## src/rtl/rf_wb_arbiter.sv

```systemverilog
`default_nettype none
// +--------------------------------------------------------------------------+
// | rf_wb_arbiter: register-file writeback arbiter with a 2-entry B queue,   |
// | starvation-bounded priority and a busy-bit RAW scoreboard.               |
// | Revision: 1.0                                                            |
// +--------------------------------------------------------------------------+
module rf_wb_arbiter #(
  parameter int STARVE_MAX = 4
) (
  input  logic        clk,
  input  logic        rst,
  input  logic        a_valid,
  input  logic [4:0]  a_wr,
  input  logic [31:0] a_data,
  output logic        a_stall,
  input  logic        b_valid,
  input  logic [4:0]  b_wr,
  input  logic [31:0] b_data,
  output logic        b_ready,
  input  logic        iss_valid,
  input  logic [4:0]  iss_wr,
  input  logic [4:0]  rR1,
  input  logic [4:0]  rR2,
  output logic        hz,
  output logic        rf_we,
  output logic [4:0]  WR,
  output logic [31:0] WD,
  output logic [1:0]  q_cnt
);

  localparam int            SW           = (STARVE_MAX < 1) ? 1 : $clog2(STARVE_MAX + 1);
  localparam logic [SW-1:0] C_STARVE_MAX = SW'(STARVE_MAX);

  logic [4:0]    e0_wr_q, e0_wr_d, e1_wr_q, e1_wr_d;
  logic [31:0]   e0_data_q, e0_data_d, e1_data_q, e1_data_d;
  logic [1:0]    cnt_q, cnt_d;
  logic [SW-1:0] starve_q, starve_d;
  logic [31:0]   busy_q, busy_d;
  logic          grant_a, grant_b, push;

  always_comb begin
    grant_b = (cnt_q != 2'd0) && (!a_valid || (starve_q == C_STARVE_MAX));
    grant_a = a_valid && !grant_b;
    // Readiness comes from registered occupancy only, so a full queue never accepts on a pop cycle.
    b_ready = rst && (cnt_q != 2'd2);
    push    = b_valid && b_ready;
    a_stall = rst && a_valid && grant_b;
    hz      = rst && (busy_q[rR1] | busy_q[rR2]);
    q_cnt   = cnt_q;
    rf_we   = 1'b0;
    WR      = 5'd0;
    WD      = 32'd0;
    if (rst) begin
      if (grant_b) begin
        rf_we = (e0_wr_q != 5'd0);
        WR    = e0_wr_q;
        WD    = e0_data_q;
      end else if (grant_a) begin
        rf_we = (a_wr != 5'd0);
        WR    = a_wr;
        WD    = a_data;
      end
    end
  end

  always_comb begin
    e0_wr_d   = e0_wr_q;
    e0_data_d = e0_data_q;
    e1_wr_d   = e1_wr_q;
    e1_data_d = e1_data_q;
    cnt_d     = cnt_q;
    case (cnt_q)
      2'd0: begin
        if (push) begin
          e0_wr_d   = b_wr;
          e0_data_d = b_data;
          cnt_d     = 2'd1;
        end
      end
      2'd1: begin
        if (push && grant_b) begin
          e0_wr_d   = b_wr;
          e0_data_d = b_data;
        end else if (push) begin
          e1_wr_d   = b_wr;
          e1_data_d = b_data;
          cnt_d     = 2'd2;
        end else if (grant_b) begin
          cnt_d = 2'd0;
        end
      end
      2'd2: begin
        if (grant_b) begin
          e0_wr_d   = e1_wr_q;
          e0_data_d = e1_data_q;
          cnt_d     = 2'd1;
        end
      end
      default: cnt_d = 2'd0;
    endcase

    starve_d = starve_q;
    if ((cnt_q == 2'd0) || grant_b) begin
      starve_d = '0;
    end else if (starve_q != C_STARVE_MAX) begin
      starve_d = starve_q + SW'(1);
    end

    // Clear before set so a same-cycle reissue keeps the register busy.
    busy_d = busy_q;
    if (grant_b) begin
      busy_d[e0_wr_q] = 1'b0;
    end
    if (iss_valid && (iss_wr != 5'd0)) begin
      busy_d[iss_wr] = 1'b1;
    end
    busy_d[0] = 1'b0;
  end

  always_ff @(posedge clk or negedge rst) begin
    if (!rst) begin
      e0_wr_q   <= 5'd0;
      e0_data_q <= 32'd0;
      e1_wr_q   <= 5'd0;
      e1_data_q <= 32'd0;
      cnt_q     <= 2'd0;
      starve_q  <= '0;
      busy_q    <= 32'd0;
    end else begin
      e0_wr_q   <= e0_wr_d;
      e0_data_q <= e0_data_d;
      e1_wr_q   <= e1_wr_d;
      e1_data_q <= e1_data_d;
      cnt_q     <= cnt_d;
      starve_q  <= starve_d;
      busy_q    <= busy_d;
    end
  end

endmodule
`default_nettype wire

```

## config.mk

```make
export PLATFORM = sky130hd
export DESIGN_NAME = rf_wb_arbiter
export DESIGN_NICKNAME = d
export VERILOG_FILES = /design/src/rtl/rf_wb_arbiter.sv
export SDC_FILE = /design/constraint.sdc
export NUM_CORES = 1
export LEC_CHECK = 0
export CAP_MARGIN = 20
export CORE_AREA = 2 2 117 119
export DETAILED_ROUTE_END_ITERATION = 10
export DIE_AREA = 0 0 119 121
export GPL_TIMING_DRIVEN = 0
export PLACE_DENSITY = 0.85
export SYNTH_ARGS = -nofsm -noshare
export SYNTH_HDL_FRONTEND = slang
export SYNTH_SLANG_ARGS = --single-unit
```

## constraint.sdc

```tcl
create_clock -name clk -period 1.9 [get_ports clk]
set_input_delay 0.285 -clock clk [delete_from_list [all_inputs] [get_ports clk]]
set_output_delay 0.285 -clock clk [all_outputs]
set_load 0.01 [all_outputs]
```

==> impl_results.rst <==
.. list-table::
   :header-rows: 1

   * - Metric
     - Value
   * - Via count of the first global-routing pass
     - roughly 5200
   * - Transition time at the pin with the least slew margin
     - a little over 0.5 ns
   * - Longest Clk Path Bufs
     - 2
   * - Number of nets in the finished design
     - ~800
   * - Largest fanout on the critical path
     - 10
   * - Worst setup slack after placement
     - -1.43 ns
   * - Cell type with the highest aggregate area in the netlist
     - sky130_fd_sc_hd__dfrtp_1
   * - Largest net degree at the start of global routing
     - 39
   * - Synth area leaders
     - sky130_fd_sc_hd__dfrtp_1, sky130_fd_sc_hd__o21ai_0, sky130_fd_sc_hd__mux2_2
   * - Skew final
     - roughly 0.013 ns
   * - Portion of synthesized cell area occupied by the leading cell type
     - 48.7%
   * - Maximum frequency from static timing analysis
     - 423 MHz
   * - Sequential fraction of design power
     - 45.3%
   * - Rows
     - 42
   * - Setup slack, reg-to-reg
     - -0.27 ns
   * - Combinational cell fraction of total power
     - between 30% and 40%
   * - Final setup slack of the worst path
     - -0.466 ns
   * - Area delta synth->final
     - 50.6%
   * - Clock insertion delay at the later pin of the skew report
     - between 0.3 and 0.4 ns
   * - Final Hold Vio Count
     - 0
   * - Setup Crit Path Kind
     - reg -> out
   * - Final setup vio count
     - between 80 and 90
   * - Antenna Violating Nets Remaining
     - 0
   * - Per-cell routed wire length
     - approximately 22 µm
   * - Cell internal pwr
     - around 5.6 mW
   * - Routability cong.
     - ~0.93
   * - Non-filler cells, final
     - approximately 900
   * - Utilization of the core after routing
     - about two thirds
   * - All-Layer GR Usage
     - roughly a quarter
   * - Leakage dissipation
     - roughly 3.6 nW
   * - DRC Markers
     - 0
   * - Die ar.
     - about 14000 µm²
   * - CTS H-tree lvls
     - 3
   * - CORE AREA
     - approximately 13000 µm²
   * - Sink Count
     - 110
   * - Total congestion overflow after global routing
     - 0
   * - Power Total
     - ~8.3 mW
   * - Setup repair after global routing missed its margin
     - true
   * - Crit path capture type
     - primary output
   * - Final wirelength
     - around 19 mm
   * - Routed via count divided by cell count
     - around 5.9
   * - Switching portion of total power
     - between 30% and 40%
   * - Data required time of the worst path
     - 1.62 ns
   * - Violations in the final reports
     - negative setup slack
   * - Result of the run
     - finished with violations
   * - Count of TritonRoute iterations in the first routing pass
     - 4
   * - Max-Cap Viols
     - 0
   * - Final cycle utilization of the critical path
     - 125%
   * - Cell total after placement
     - about 800
   * - Worst slew margin
     - 65.4%
   * - Antenna diode count
     - 0
   * - DPL Wire Length
     - 11.6 mm
   * - Fill cell total of the finished layout
     - approximately 930
   * - Initial Utilization
     - 43.2%
   * - Final Critical Period
     - 2.37 ns
   * - Maximum VDD drop
     - between 0.7 and 0.8 mV
   * - Die X
     - roughly 120 µm
   * - Sequential element share of the synthesized area
     - about half
   * - Flip-flop and latch count after synthesis
     - 110
   * - Post-synthesis instance total
     - a little over 500
   * - Clock network fraction of total power
     - a little under a quarter
   * - Number of different library cells in the post-synthesis netlist
     - 40
   * - Arrival @ worst endpoint
     - ~2.1 ns
   * - CTS tree
     - done
   * - Startpoint types
     - flip-flop
   * - Post-synthesis cell area
     - between 5000 and 6000 µm²
   * - Library cell used as clock root buffer
     - sky130_fd_sc_hd__clkbuf_16
   * - Height of the die
     - 121 µm
   * - Net Count, Synth
     - approximately 600
   * - Total number of yosys warnings
     - 0
   * - Mean Syn Cell Area
     - ~11 µm²
   * - Antenna violations before repair
     - 0
   * - HP Class
     - in -> async
   * - Clock Pin Slew Worst Setup and Hold Paths
     - 0.08 ns
   * - First-pass GRT wire length
     - approximately 27 mm
   * - Number of violations reported at the end of detailed-routing iteration 0
     - slightly below 300
   * - IO Pins
     - ~140
   * - Power dissipated by switching net loads
     - roughly 2.7 mW
   * - Vias post-DR
     - 5167
   * - Power density over cell area
     - 981 nW/µm²
   * - Fraction of final layout cells sized beyond drive strength 1
     - 40.4%
   * - Number of buffers inserted during clock tree synthesis
     - 9
   * - Final Slew Violations
     - 0
   * - Port-buffer cells
     - between 100 and 150
[state kept, by name, summed over array words and instances, names as in the netlist]
name	cells
e1_data_q	32
busy_q	31
e0_wr_q	5
starve_q	3
e0_data_q	32
e1_wr_q	5
q_cnt	2
[final cells by class]
type                       count  area (µm²)  area share [%]
buffer                        26         323            3.79
clock buffer                  10         239            2.81
clock inverter                 6        67.6           0.794
inverter                       5        18.8           0.221
multi-input combinational    360        3060            35.9
sequential                   110        2760            32.4
tap                          176         220            2.59
timing repair buffer         189        1830            21.5
[worst paths after layout]
kind,depth (start not counted),startpoint,to
hold reg to reg,2,e0_data_q[17],e0_data_q[17]
setup reg to reg,13,starve_q[0],e0_wr_q[3]
min in group clk,3,rst,q_cnt[1]
max in group asynchronous,2,rst,e1_data_q[23]
setup / recovery,11,starve_q[0],WD[30]
hold / removal,3,rst,e0_data_q[5]
[metal layers]
| layer | vias up | wire [µm] | global-route usage (%) |
|---|---|---|---|
| met2 | 238 | 9760 | 41.9 |
| met1 | 2619 | 7480 | 29.1 |
| met5 | - | 0 | 0 |
| met4 | 0 | 393 | 7.29 |
| met3 | 36 | 1430 | 7.28 |
| li1 | 2274 | - | - |
[worst max-delay path, stage by stage (launching register included)]
cell                      delay, ns
sky130_fd_sc_hd__dfrtp_1       0.40
sky130_fd_sc_hd__inv_2         0.08
sky130_fd_sc_hd__ha_4          0.14
sky130_fd_sc_hd__nand2_2       0.05
sky130_fd_sc_hd__nand2_2       0.10
sky130_fd_sc_hd__o21ai_4       0.09
sky130_fd_sc_hd__buf_6         0.13
sky130_fd_sc_hd__nor2_4        0.12
sky130_fd_sc_hd__buf_6         0.15
sky130_fd_sc_hd__buf_8         0.14
sky130_fd_sc_hd__a22o_1        0.18
sky130_fd_sc_hd__buf_2         0.14
[power by group through the flow]
| stage | clock, mW | sequential [mW] | combinational [mW] |
|---|---|---|---|
| global placement | 0 | 3.59 | 1.96 |
| global route | 2.09 | 3.86 | 2.78 |
| finish | 1.97 | 3.78 | 2.59 |
| CTS | 1.98 | 3.67 | 2.09 |
| detailed placement | 0 | 3.65 | 2.07 |
| floorplan | 0 | 3.46 | 1.33 |
[cells in the mapped netlist]
cell type / number
sky130_fd_sc_hd__dfrtp_1: 110
sky130_fd_sc_hd__o21ai_0: 96
sky130_fd_sc_hd__nand2_1: 54
sky130_fd_sc_hd__mux2_2: 42
sky130_fd_sc_hd__mux2i_1: 40
sky130_fd_sc_hd__a22o_1: 36
sky130_fd_sc_hd__nor2_1: 15
sky130_fd_sc_hd__buf_4: 12
sky130_fd_sc_hd__nand3b_1: 11
sky130_fd_sc_hd__buf_2: 9
sky130_fd_sc_hd__mux4_2: 8
sky130_fd_sc_hd__nand3_1: 8
sky130_fd_sc_hd__o21ai_1: 6
sky130_fd_sc_hd__inv_1: 5
sky130_fd_sc_hd__clkbuf_1: 4
sky130_fd_sc_hd__mux4_1: 4
sky130_fd_sc_hd__or3b_2: 4
sky130_fd_sc_hd__a21oi_1: 3
sky130_fd_sc_hd__buf_6: 3
sky130_fd_sc_hd__clkbuf_2: 3
sky130_fd_sc_hd__o22ai_1: 3
sky130_fd_sc_hd__or3_1: 3
sky130_fd_sc_hd__a221oi_1: 2
sky130_fd_sc_hd__a22oi_1: 2
sky130_fd_sc_hd__and3_1: 2
sky130_fd_sc_hd__ha_1: 2
sky130_fd_sc_hd__nand2b_1: 2
sky130_fd_sc_hd__nand4b_1: 2
sky130_fd_sc_hd__nor2_2: 2
sky130_fd_sc_hd__nor4_1: 2
sky130_fd_sc_hd__xnor2_1: 2
sky130_fd_sc_hd__a2111oi_2: 1
sky130_fd_sc_hd__a21boi_2: 1
sky130_fd_sc_hd__a31oi_1: 1
sky130_fd_sc_hd__and2b_1: 1
sky130_fd_sc_hd__and2b_2: 1
sky130_fd_sc_hd__mux2_4: 1
sky130_fd_sc_hd__nor2b_1: 1
sky130_fd_sc_hd__nor3_1: 1
sky130_fd_sc_hd__nor4b_1: 1
[kinds of logic (layout without fill, tap and decap cells)]
| kind of cell | after synthesis | count (layout) | synth area share [%] |
|---|---|---|---|
| AO/OA/AOI/OAI | 151 | 151 | 16.4 |
| flip-flops | 110 | 110 | 48.7 |
| AND/OR/NAND/NOR | 110 | 110 | 9.54 |
| multiplexers | 95 | 95 | 20.8 |
| buffers and inverters | 36 | 236 | 3.85 |
| adder cells (fa/ha/maj) | 2 | 2 | 0.443 |
| XOR/XNOR | 2 | 2 | 0.310 |
[cells in the final DEF (no fill, tap or decap), types with 11 or more instances in the layout]
| cell type | count |
|---|---|
| sky130_fd_sc_hd__a22o_1 | 36 |
| sky130_fd_sc_hd__buf_2 | 40 |
| sky130_fd_sc_hd__buf_4 | 33 |
| sky130_fd_sc_hd__buf_6 | 22 |
| sky130_fd_sc_hd__buf_8 | 13 |
| sky130_fd_sc_hd__clkbuf_16 | 16 |
| sky130_fd_sc_hd__clkdlybuf4s50_1 | 88 |
| sky130_fd_sc_hd__dfrtp_1 | 106 |
| sky130_fd_sc_hd__mux2_2 | 41 |
| sky130_fd_sc_hd__mux2i_1 | 40 |
| sky130_fd_sc_hd__nand2_1 | 20 |
| sky130_fd_sc_hd__nand2_2 | 20 |
| sky130_fd_sc_hd__nand2_4 | 14 |
| sky130_fd_sc_hd__nand3b_1 | 11 |
| sky130_fd_sc_hd__nor2_1 | 13 |
| sky130_fd_sc_hd__o21ai_0 | 37 |
| sky130_fd_sc_hd__o21ai_1 | 34 |
| sky130_fd_sc_hd__o21ai_2 | 30 |
[timing repair]
item,CTS,global route
setup buffers,18,25
gates resized for setup,200,196
hold buffers,3,0
hold endpoints to repair,35,0
cloned,3,8
endpoints found under the setup margin,131,131
pin swaps,14,45
[metrics by stage]
stage          setup TNS (ns)  hold WS, ns  instance area, µm²
2_1_floorplan               0      -0.0106                5650
3_3_place_gp          -921.77        0.444                7180
3_5_place_dp           -95.61        0.290                7210
4_1_cts                -18.66       0.0371                7770
5_1_grt                -30.87       0.0426                8510
6_report               -24.05       0.0256                8510
Power figures use the tool's default switching activity.
